--- src/rtl/pc_sequencer.sv ---
// pc_sequencer: two-cycle FETCH/EXEC instruction sequencer driving an external
// program counter and logic unit. It decodes {opcode, operand} into PC commands,
// execute strobes, flag pulses and a one-shot skip.
// Optional build macro PC_SEQ_STACK_CHECK_EN adds call-depth tracking and
// sticky overflow/underflow errors that halt the sequencer.
// Ports: clk/reset (sync, active-high), run, prog_data, rr in;
//        pc_en/pc_cmd/pc_addr to the PC, exec_strobe/exec_opcode to the logic
//        unit, jmp_flag/rtn_flag/flg0/flgf pulses, busy, err_overflow/err_underflow.
module pc_sequencer #(
  parameter int ADDR_WIDTH       = 8,
  parameter int STACK_ADDR_WIDTH = 2
) (
  input  logic                  clk,
  input  logic                  reset,
  input  logic                  run,
  input  logic [ADDR_WIDTH+3:0] prog_data,
  input  logic                  rr,
  output logic                  pc_en,
  output logic [1:0]            pc_cmd,
  output logic [ADDR_WIDTH-1:0] pc_addr,
  output logic                  exec_strobe,
  output logic [3:0]            exec_opcode,
  output logic                  jmp_flag,
  output logic                  rtn_flag,
  output logic                  flg0,
  output logic                  flgf,
  output logic                  busy,
  output logic                  err_overflow,
  output logic                  err_underflow
);

  typedef enum logic [1:0] {S_IDLE, S_FETCH, S_EXEC, S_HALT} state_t;

  state_t state, state_next;
  logic   skip, skip_next;
  logic   stack_err;

  logic [3:0] opcode;
  assign opcode  = prog_data[ADDR_WIDTH+3:ADDR_WIDTH];
  assign pc_addr = prog_data[ADDR_WIDTH-1:0];

  // Reset is folded in so a reset during EXEC issues nothing to the PC.
  logic in_exec;
  assign in_exec = (state == S_EXEC) && !reset;

`ifdef PC_SEQ_STACK_CHECK_EN
  logic [STACK_ADDR_WIDTH-1:0] depth;
  logic is_call, is_rtn, ovf_hit, udf_hit;
  logic ovf_q, udf_q;

  assign is_call   = in_exec && !skip && (opcode == 4'hF);
  assign is_rtn    = in_exec && !skip && (opcode == 4'hD);
  assign ovf_hit   = is_call && (depth == {STACK_ADDR_WIDTH{1'b1}});
  assign udf_hit   = is_rtn && (depth == '0);
  assign stack_err = ovf_hit || udf_hit;

  always_ff @(posedge clk) begin
    if (reset) begin
      depth <= '0;
      ovf_q <= 1'b0;
      udf_q <= 1'b0;
    end else begin
      if (is_call && !ovf_hit)
        depth <= depth + 1'b1;
      else if (is_rtn && !udf_hit)
        depth <= depth - 1'b1;
      if (ovf_hit) ovf_q <= 1'b1;
      if (udf_hit) udf_q <= 1'b1;
    end
  end

  assign err_overflow  = ovf_q;
  assign err_underflow = udf_q;
`else
  // Keeps the stack-width parameter referenced when depth tracking is absent.
  logic [STACK_ADDR_WIDTH-1:0] stack_unused;
  assign stack_unused  = '0;
  assign stack_err     = 1'b0;
  assign err_overflow  = 1'b0;
  assign err_underflow = 1'b0;
`endif

  // State and skip registers
  always_ff @(posedge clk) begin
    if (reset) begin
      state <= S_IDLE;
      skip  <= 1'b0;
    end else begin
      state <= state_next;
      skip  <= skip_next;
    end
  end

  // Next-state logic; skip survives IDLE and is only consumed by an EXEC.
  always_comb begin
    state_next = state;
    skip_next  = skip;
    case (state)
      S_IDLE:  if (run) state_next = S_FETCH;
      S_FETCH: state_next = S_EXEC;
      S_EXEC: begin
        if (stack_err)
          state_next = S_HALT;
        else if (run)
          state_next = S_FETCH;
        else
          state_next = S_IDLE;
      end
      default: state_next = S_HALT;
    endcase
    if (in_exec) begin
      if (skip)
        skip_next = 1'b0;
      else if (opcode == 4'hD && !stack_err)
        skip_next = 1'b1;     // step past the CALL word that RTN lands on
      else if (opcode == 4'hE && !rr)
        skip_next = 1'b1;
    end
  end

  // Output decode
  always_comb begin
    pc_en       = 1'b0;
    pc_cmd      = 2'b00;
    exec_strobe = 1'b0;
    exec_opcode = 4'h0;
    jmp_flag    = 1'b0;
    rtn_flag    = 1'b0;
    flg0        = 1'b0;
    flgf        = 1'b0;
    busy        = !reset && (state == S_FETCH || state == S_EXEC);
    if (in_exec) begin
      pc_en = !stack_err;
      if (!skip) begin
        case (opcode)
          4'hC: begin pc_cmd = 2'b01; jmp_flag = 1'b1; end
          4'hD: begin pc_cmd = 2'b10; rtn_flag = 1'b1; end
          4'hF: begin pc_cmd = 2'b11; flgf     = 1'b1; end
          4'hE: pc_cmd = 2'b00;
          4'h0: flg0 = 1'b1;
          default: begin
            exec_strobe = 1'b1;
            exec_opcode = opcode;
          end
        endcase
      end
    end
  end

endmodule
--- config.mk ---
export PLATFORM = sky130hd
export DESIGN_NAME = pc_sequencer
export DESIGN_NICKNAME = d
export VERILOG_FILES = /design/src/rtl/pc_sequencer.sv
export SDC_FILE = /design/constraint.sdc
export NUM_CORES = 1
export LEC_CHECK = 0
export BUFFER_PORTS_ARGS = -buffer_cell sky130_fd_sc_hd__buf_2
export CAP_MARGIN = 20
export CORE_AREA = 5 5 42 44
export CTS_BUF_LIST = sky130_fd_sc_hd__clkbuf_8
export DETAILED_ROUTE_END_ITERATION = 10
export DIE_AREA = 0 0 47 49
export GPL_TIMING_DRIVEN = 0
export PLACE_DENSITY = 0.68
export RECOVER_POWER = 100
export SLEW_MARGIN = 5
export SYNTH_ARGS = -nofsm -noshare
export SYNTH_HDL_FRONTEND = slang
export SYNTH_SLANG_ARGS = --single-unit
export TNS_END_PERCENT = 5
--- constraint.sdc ---
create_clock -name clk -period 1.5 [get_ports clk]
set_input_delay 0.075 -clock clk [delete_from_list [all_inputs] [get_ports clk]]
set_output_delay 0.075 -clock clk [all_outputs]
set_load 0.02 [all_outputs]
==> results.ini, run 1 <==
[timing]
period_needed_ps=1485
rsz0062_at_grt=yes
max_freq_ghz=0.6736
slew_viol_final=0
clock-skew-final_ps=0.9245
finalSetupViolations=0
hold_viol_final=0
holdWs_ps=132.0
period_share_pct=98.97
setup_tns_ps=0

[floorplanning]
core.rowCount=14
initial_utilization_pct=27.77
design.core.area_sq_mm=0.001401
fp.dieArea_sq_mm=0.002303
die_y_microns=49
pin_count=39
die_w_microns=47

[logic_synthesis]
ys_seq_area_share_pct=15.43
yosysTopAreaCellShare_pct=19.29
synth_warnings=0
ys_seq_elements=3
synth_area_sq_um=389.1
yosysUniqueCellTypes=19
synth_area_leader_cell=buf_4
synthTopCellsByArea=buf_4 19%, dfxtp_1 15%, ha_1 13%
syn_avg_cell_area_sq_um=7.342
syn_inst=53

[setup_path]
r2r-start=state[0]$_SDFFE_PP0P_
required_ps=1420
rr_worst_depth=6
arrival_ps=1410
crit_fanout=4
worstSetupEndpointType=output pin
startpoint_type=flip-flop
crit_start=state[0]$_SDFFE_PP0P_
crit_type=reg2out

[hold_path]
hold_class=in2reg
min-delay-start=reset
whs_path_depth=2

[placement]
port_buffers=28
placed_area_sq_um=568.0
hpwl_microns=881.7
gp_congestion=0.7746

[clock_network]
clkLatencyLatePin_ps=210
cts_tree=yes
cts_buffer_depth=2
numClockSinks=3
cts_root_buffer=clkbuf_8
ctsHoldBuffers=0
numCtsBuffers=3
clk_pin_slew_worst_paths_ps=30
htree_levels=1

[global_routing]
antenna_found_initial=0
grt_pass1_vias=426
overflow=0
gr-usage-all-layers_pct=8.931
grt_max_degree=8
grt_pass1_wl_mm=1.573

[final_layout]
layout_common_cells=20 x buf_4, 10 x clkbuf_1, 9 x buf_2
num_antenna_cells=0
drive_above_1_share_pct=53.33
nets=111
layout.cells.most_common=buf_4
area_delta_synth_final_pct=83.92
final_cell_area_sq_um=715.7

[detailed_routing]
top_layer=met3
wl_mm=1.137
ant_nets=0
vias_per_cell=4.585
first_pass_iters=4
wl_met1_microns=413
drt_iter0_markers=1
wl_met2_microns=528
wl_per_cell_microns=10.73
wl_met3_microns=196
vias=486
drc=0

[power]
powerDensity_mw_per_mm2=908.6
power.leakage_uw=0.0003418
design_power_total_uw=650.3
ir_drop_mv=0.4794

[run]
drv_cap=0

[run_status]
outcome=complete, no violations

Yosys cell counts:
cell / count
o2111ai_1: 1
nand2b_1: 3
nand2_1: 1
nand3_1: 1
or4_1: 1
nor3b_2: 1
a21oi_1: 1
inv_1: 4
nor2b_1: 3
buf_4: 10
nor2_1: 6
a211oi_1: 2
nor3b_1: 3
conb_1: 1
dfxtp_1: 3
ha_1: 4
and3_1: 2
and3_2: 1
nor3_1: 5
registers in the layout (all words and copies together), names as in the netlist:
name,cells
skip,1
state,2
final timing paths:
kind / to / slack [ps]
worst max-delay path: exec_opcode[1] / 20
worst min-delay path: skip$_SDFFE_PP0P_ / 130
worst max register to register: skip$_SDFFE_PP0P_ / 300
worst min register to register: skip$_SDFFE_PP0P_ / 530
cells by family after synthesis:
logic type      share of synthesized area (%)
compound gates                          7.394
fa+ha+maj                               12.86
buf+inv                                 23.15
flops                                   15.43
other cells                            0.9637
simple gates                            40.19
worst max-delay path, cell delays in order (launching register included):
cell	delay, ps
dfxtp_2	310
inv_2	70
ha_4	130
nor3b_4	230
buf_4	170
and3_4	180
buf_6	110
per-layer routing:
layer / track usage [%] / up-vias
met5: 0 / -
li1: - / 241
met1: 10.28 / 209
met4: 2.765 / 0
met2: 14.71 / 36
met3: 3.321 / 0
power by group:
group	total, uW	internal, uW	switching [uW]
Clock	222	174	47.9
Sequential	120	102	18.2
Combinational	308	146	162
timing repair:
action,CTS,global route
setup endpoints to repair,11,10
setup buffers,4,0
gates resized for setup,11,13
endpoints found under the hold margin,0,0
pin swaps,4,2
cell type report:
type / count / area, sq um
fillers: 143 / 685.7
multi-input cells: 37 / 304.0
repair buffers: 32 / 191.4
plain buffers: 10 / 75.07
flip-flops and latches: 3 / 65.06
clock buffers: 3 / 41.29
well taps: 16 / 20.02
inverters: 4 / 15.01
clock inverters: 1 / 3.754
metrics by stage:
step / worst slack [ps] / util, % / cells
floorplan: -70.05 / - / 54
CTS: -4.141 / 48.66 / 106
global placement: -48.59 / 40.54 / 98
finish: 15.42 / 51.07 / 106
detailed placement: -94.45 / 40.54 / 98
global route: -60.18 / 51.07 / 106
Power figures use the tool's default switching activity.
==> run 2: changes to the inputs <==
CTS_BUF_LIST = default   (was sky130_fd_sc_hd__clkbuf_8)
==> results.ini, run 2 (synthesis results as in run 1) <==
[floorplanning]
die_w_microns=47  ; unchanged
fp.dieArea_sq_mm=0.002303  ; unchanged
core.rowCount=14  ; unchanged
design.core.area_sq_mm=0.001401  ; unchanged
pin_count=39  ; unchanged
die_y_microns=49  ; unchanged
initial_utilization_pct=27.77  ; unchanged

[placement]
port_buffers=28  ; unchanged
dpl.cell_count=98  ; unchanged
placed_area_sq_um=568.0  ; unchanged
hpwl_microns=881.7  ; unchanged
gp_congestion=0.7746  ; unchanged

[timing]
fin_ws_ps=-12.44  ; -27.85 ps
hold_viol_final=0  ; unchanged
rsz0062_at_grt=yes
max_freq_ghz=0.6612  ; -1.8%
period_share_pct=100.8  ; +1.9 points
clock-skew-final_ps=0.08524  ; -0.8393 ps
period_needed_ps=1512  ; +27.85 ps
slew_viol_final=0  ; unchanged
finalSetupViolations=3  ; +3

[detailed_routing]
vias_per_cell=4.566  ; -0.41%
first_pass_iters=3  ; -1
drt_iter0_markers=6  ; +5
vias=484  ; -0.41%
ant_nets=0  ; unchanged
drc=0  ; unchanged
wl_mm=1.153  ; +1.4%
wl_per_cell_microns=10.88  ; +1.4%

[setup_path]
rr_endpoint=skip$_SDFFE_PP0P_
rr_worst_depth=6  ; unchanged
startpoint_type=flip-flop
crit_family=simple AND/OR/NAND/NOR gates
regToRegSetupSlack_ps=290  ; about the same
worstSetupEndpointType=output pin
crit_chain=inv_2 -> ha_4 -> nor3b_4 -> buf_4 -> and3_4 -> buf_6
cpPeakStageDelay_ps=310  ; about the same
arrival_ps=1440  ; +30 ps
cp_slowest_cell=dfxtp_2
critPathBufInv=3  ; unchanged
crit_type=reg2out
required_ps=1420  ; about the same
crit_fanout=4  ; unchanged
r2r-start=state[0]$_SDFFE_PP0P_

[power]
p_switching_uw=218.7  ; -4.1%
p_seq_share_pct=21.2  ; +2.7 points
pwr-share-clk_pct=24.2  ; -9.9 points
ir_drop_mv=0.3992  ; -17%
internal_power_uw=351.0  ; -17%
comb_power_share_pct=54.7  ; +7.3 points
powerDensity_mw_per_mm2=814.5  ; -10%
swShare_pct=38.40  ; +3.3 points
power.leakage_uw=0.0003379  ; -1.1%

[global_routing]
antenna_found_initial=0  ; unchanged
top_usage_layer=met2
grt_pass1_wl_mm=1.566  ; -0.45%
grt_max_degree=8  ; unchanged
grt_use_met3_pct=3.321  ; unchanged
grt_pass1_vias=424  ; -0.47%
use_met2_pct=14.71  ; unchanged
gr-usage-all-layers_pct=8.861  ; -0.070 points
met1_usage_pct=10.07  ; -0.22 points
overflow=0  ; unchanged

[hold_path]
min-delay-start=reset
hold_class=in2reg
whs_path_depth=2  ; unchanged
whs_endpoint=skip$_SDFFE_PP0P_

[clock_network]
ctsHoldBuffers=0  ; unchanged
numClockSinks=3  ; unchanged
cts_buffer_depth=2  ; unchanged
numCtsBuffers=3  ; unchanged
clk_pin_slew_worst_paths_ps=40  ; about the same
cts_root_buffer=clkbuf_4
cts_tree=yes
clkLatencyLatePin_ps=230  ; +20 ps
htree_levels=1  ; unchanged

[final_layout]
num_antenna_cells=0  ; unchanged
layout_common_cells=20 x buf_4, 11 x buf_2, 9 x clkbuf_1
area_delta_synth_final_pct=79.74
regMostFlops=state
drive_above_1_share_pct=55.56  ; +2.2 points
final_cell_area_sq_um=699.4  ; -2.3%
largest_reg_flops=2  ; unchanged
nets=111  ; unchanged
top_regs=state: 2 flops, skip: 1 flops
layout.cells.most_common=buf_4
final_cells=106  ; unchanged

[run_status]
violations=setup timing
outcome=complete, but fails checks

[run]
drv_cap=0  ; unchanged

-- run 2: metrics by stage --
stage	utilization, %	worst slack, ps	TNS, ps	total power, uW	hold slack [ps]
5_1_grt	49.91	-76.88	-545.2	619.3	126.5
4_1_cts	47.32	-26.94	-26.94	567.2	108.4
3_5_place_dp	40.54	-94.45	-233.8	358.3	337.5
2_1_floorplan	-	-70.05	-265.3	283.8	144.1
6_report	49.91	-12.44	-26.21	569.7	115.0
3_3_place_gp	40.54	-48.59	-94.41	349.2	332.5
-- run 2: timing repair --
item                       in CTS  in global routing
setup endpoints to repair      11                 11
hold endpoints to repair        0                  0
gates resized for setup        11                 13
pin swaps                       4                  2
setup buffers                   4                  0
-- run 2: routing by layer --
layer	up-vias	wire (microns)	part of all wire [%]
met3	0	176	15
met4	0	0	0
met1	212	408	35
li1	240	-	-
met2	32	568	49
met5	-	0	0
-- run 2: worst max path at each step --
stage                                startpoint        endpoint  slack, ps  cells past startpoint
after global placement    state[0]$_SDFFE_PP0P_       pc_cmd[0]        -50                      6
after detailed placement  state[0]$_SDFFE_PP0P_       pc_cmd[0]        -90                      6
final                     state[0]$_SDFFE_PP0P_  exec_opcode[1]        -10                      6
after global routing      state[0]$_SDFFE_PP0P_  exec_opcode[0]        -80                      6
after floorplan           state[0]$_SDFFE_PP0P_  exec_opcode[2]        -70                      5
after CTS                 state[0]$_SDFFE_PP0P_            flgf        -30                      6
-- run 2: power by group through the flow --
stage	Combinational [uW]	Sequential, uW	Clock (uW)
floorplan	173	111	0
global route	342	123	154
CTS	301	121	145
global placement	234	115	0
detailed placement	242	117	0
finish	311	121	138
-- run 2: final cells by class --
class                           instances  area, sq um
Buffer                                 10        75.07
Clock buffer                            4        26.28
Fill cell                             143        701.9
Inverter                                4        15.01
Multi-Input combinational cell         37        304.0
Sequential cell                         3        65.06
Tap cell                               16        20.02
Timing Repair Buffer                   32        193.9
-- run 2: worst reg2reg max path, cell delays in order, from the launching register on --
cell and delay [ps]:
dfxtp_2 310, inv_2 70, ha_4 130, nor3b_4 240, buf_4 170, o2111ai_1 90
a21oi_1 140
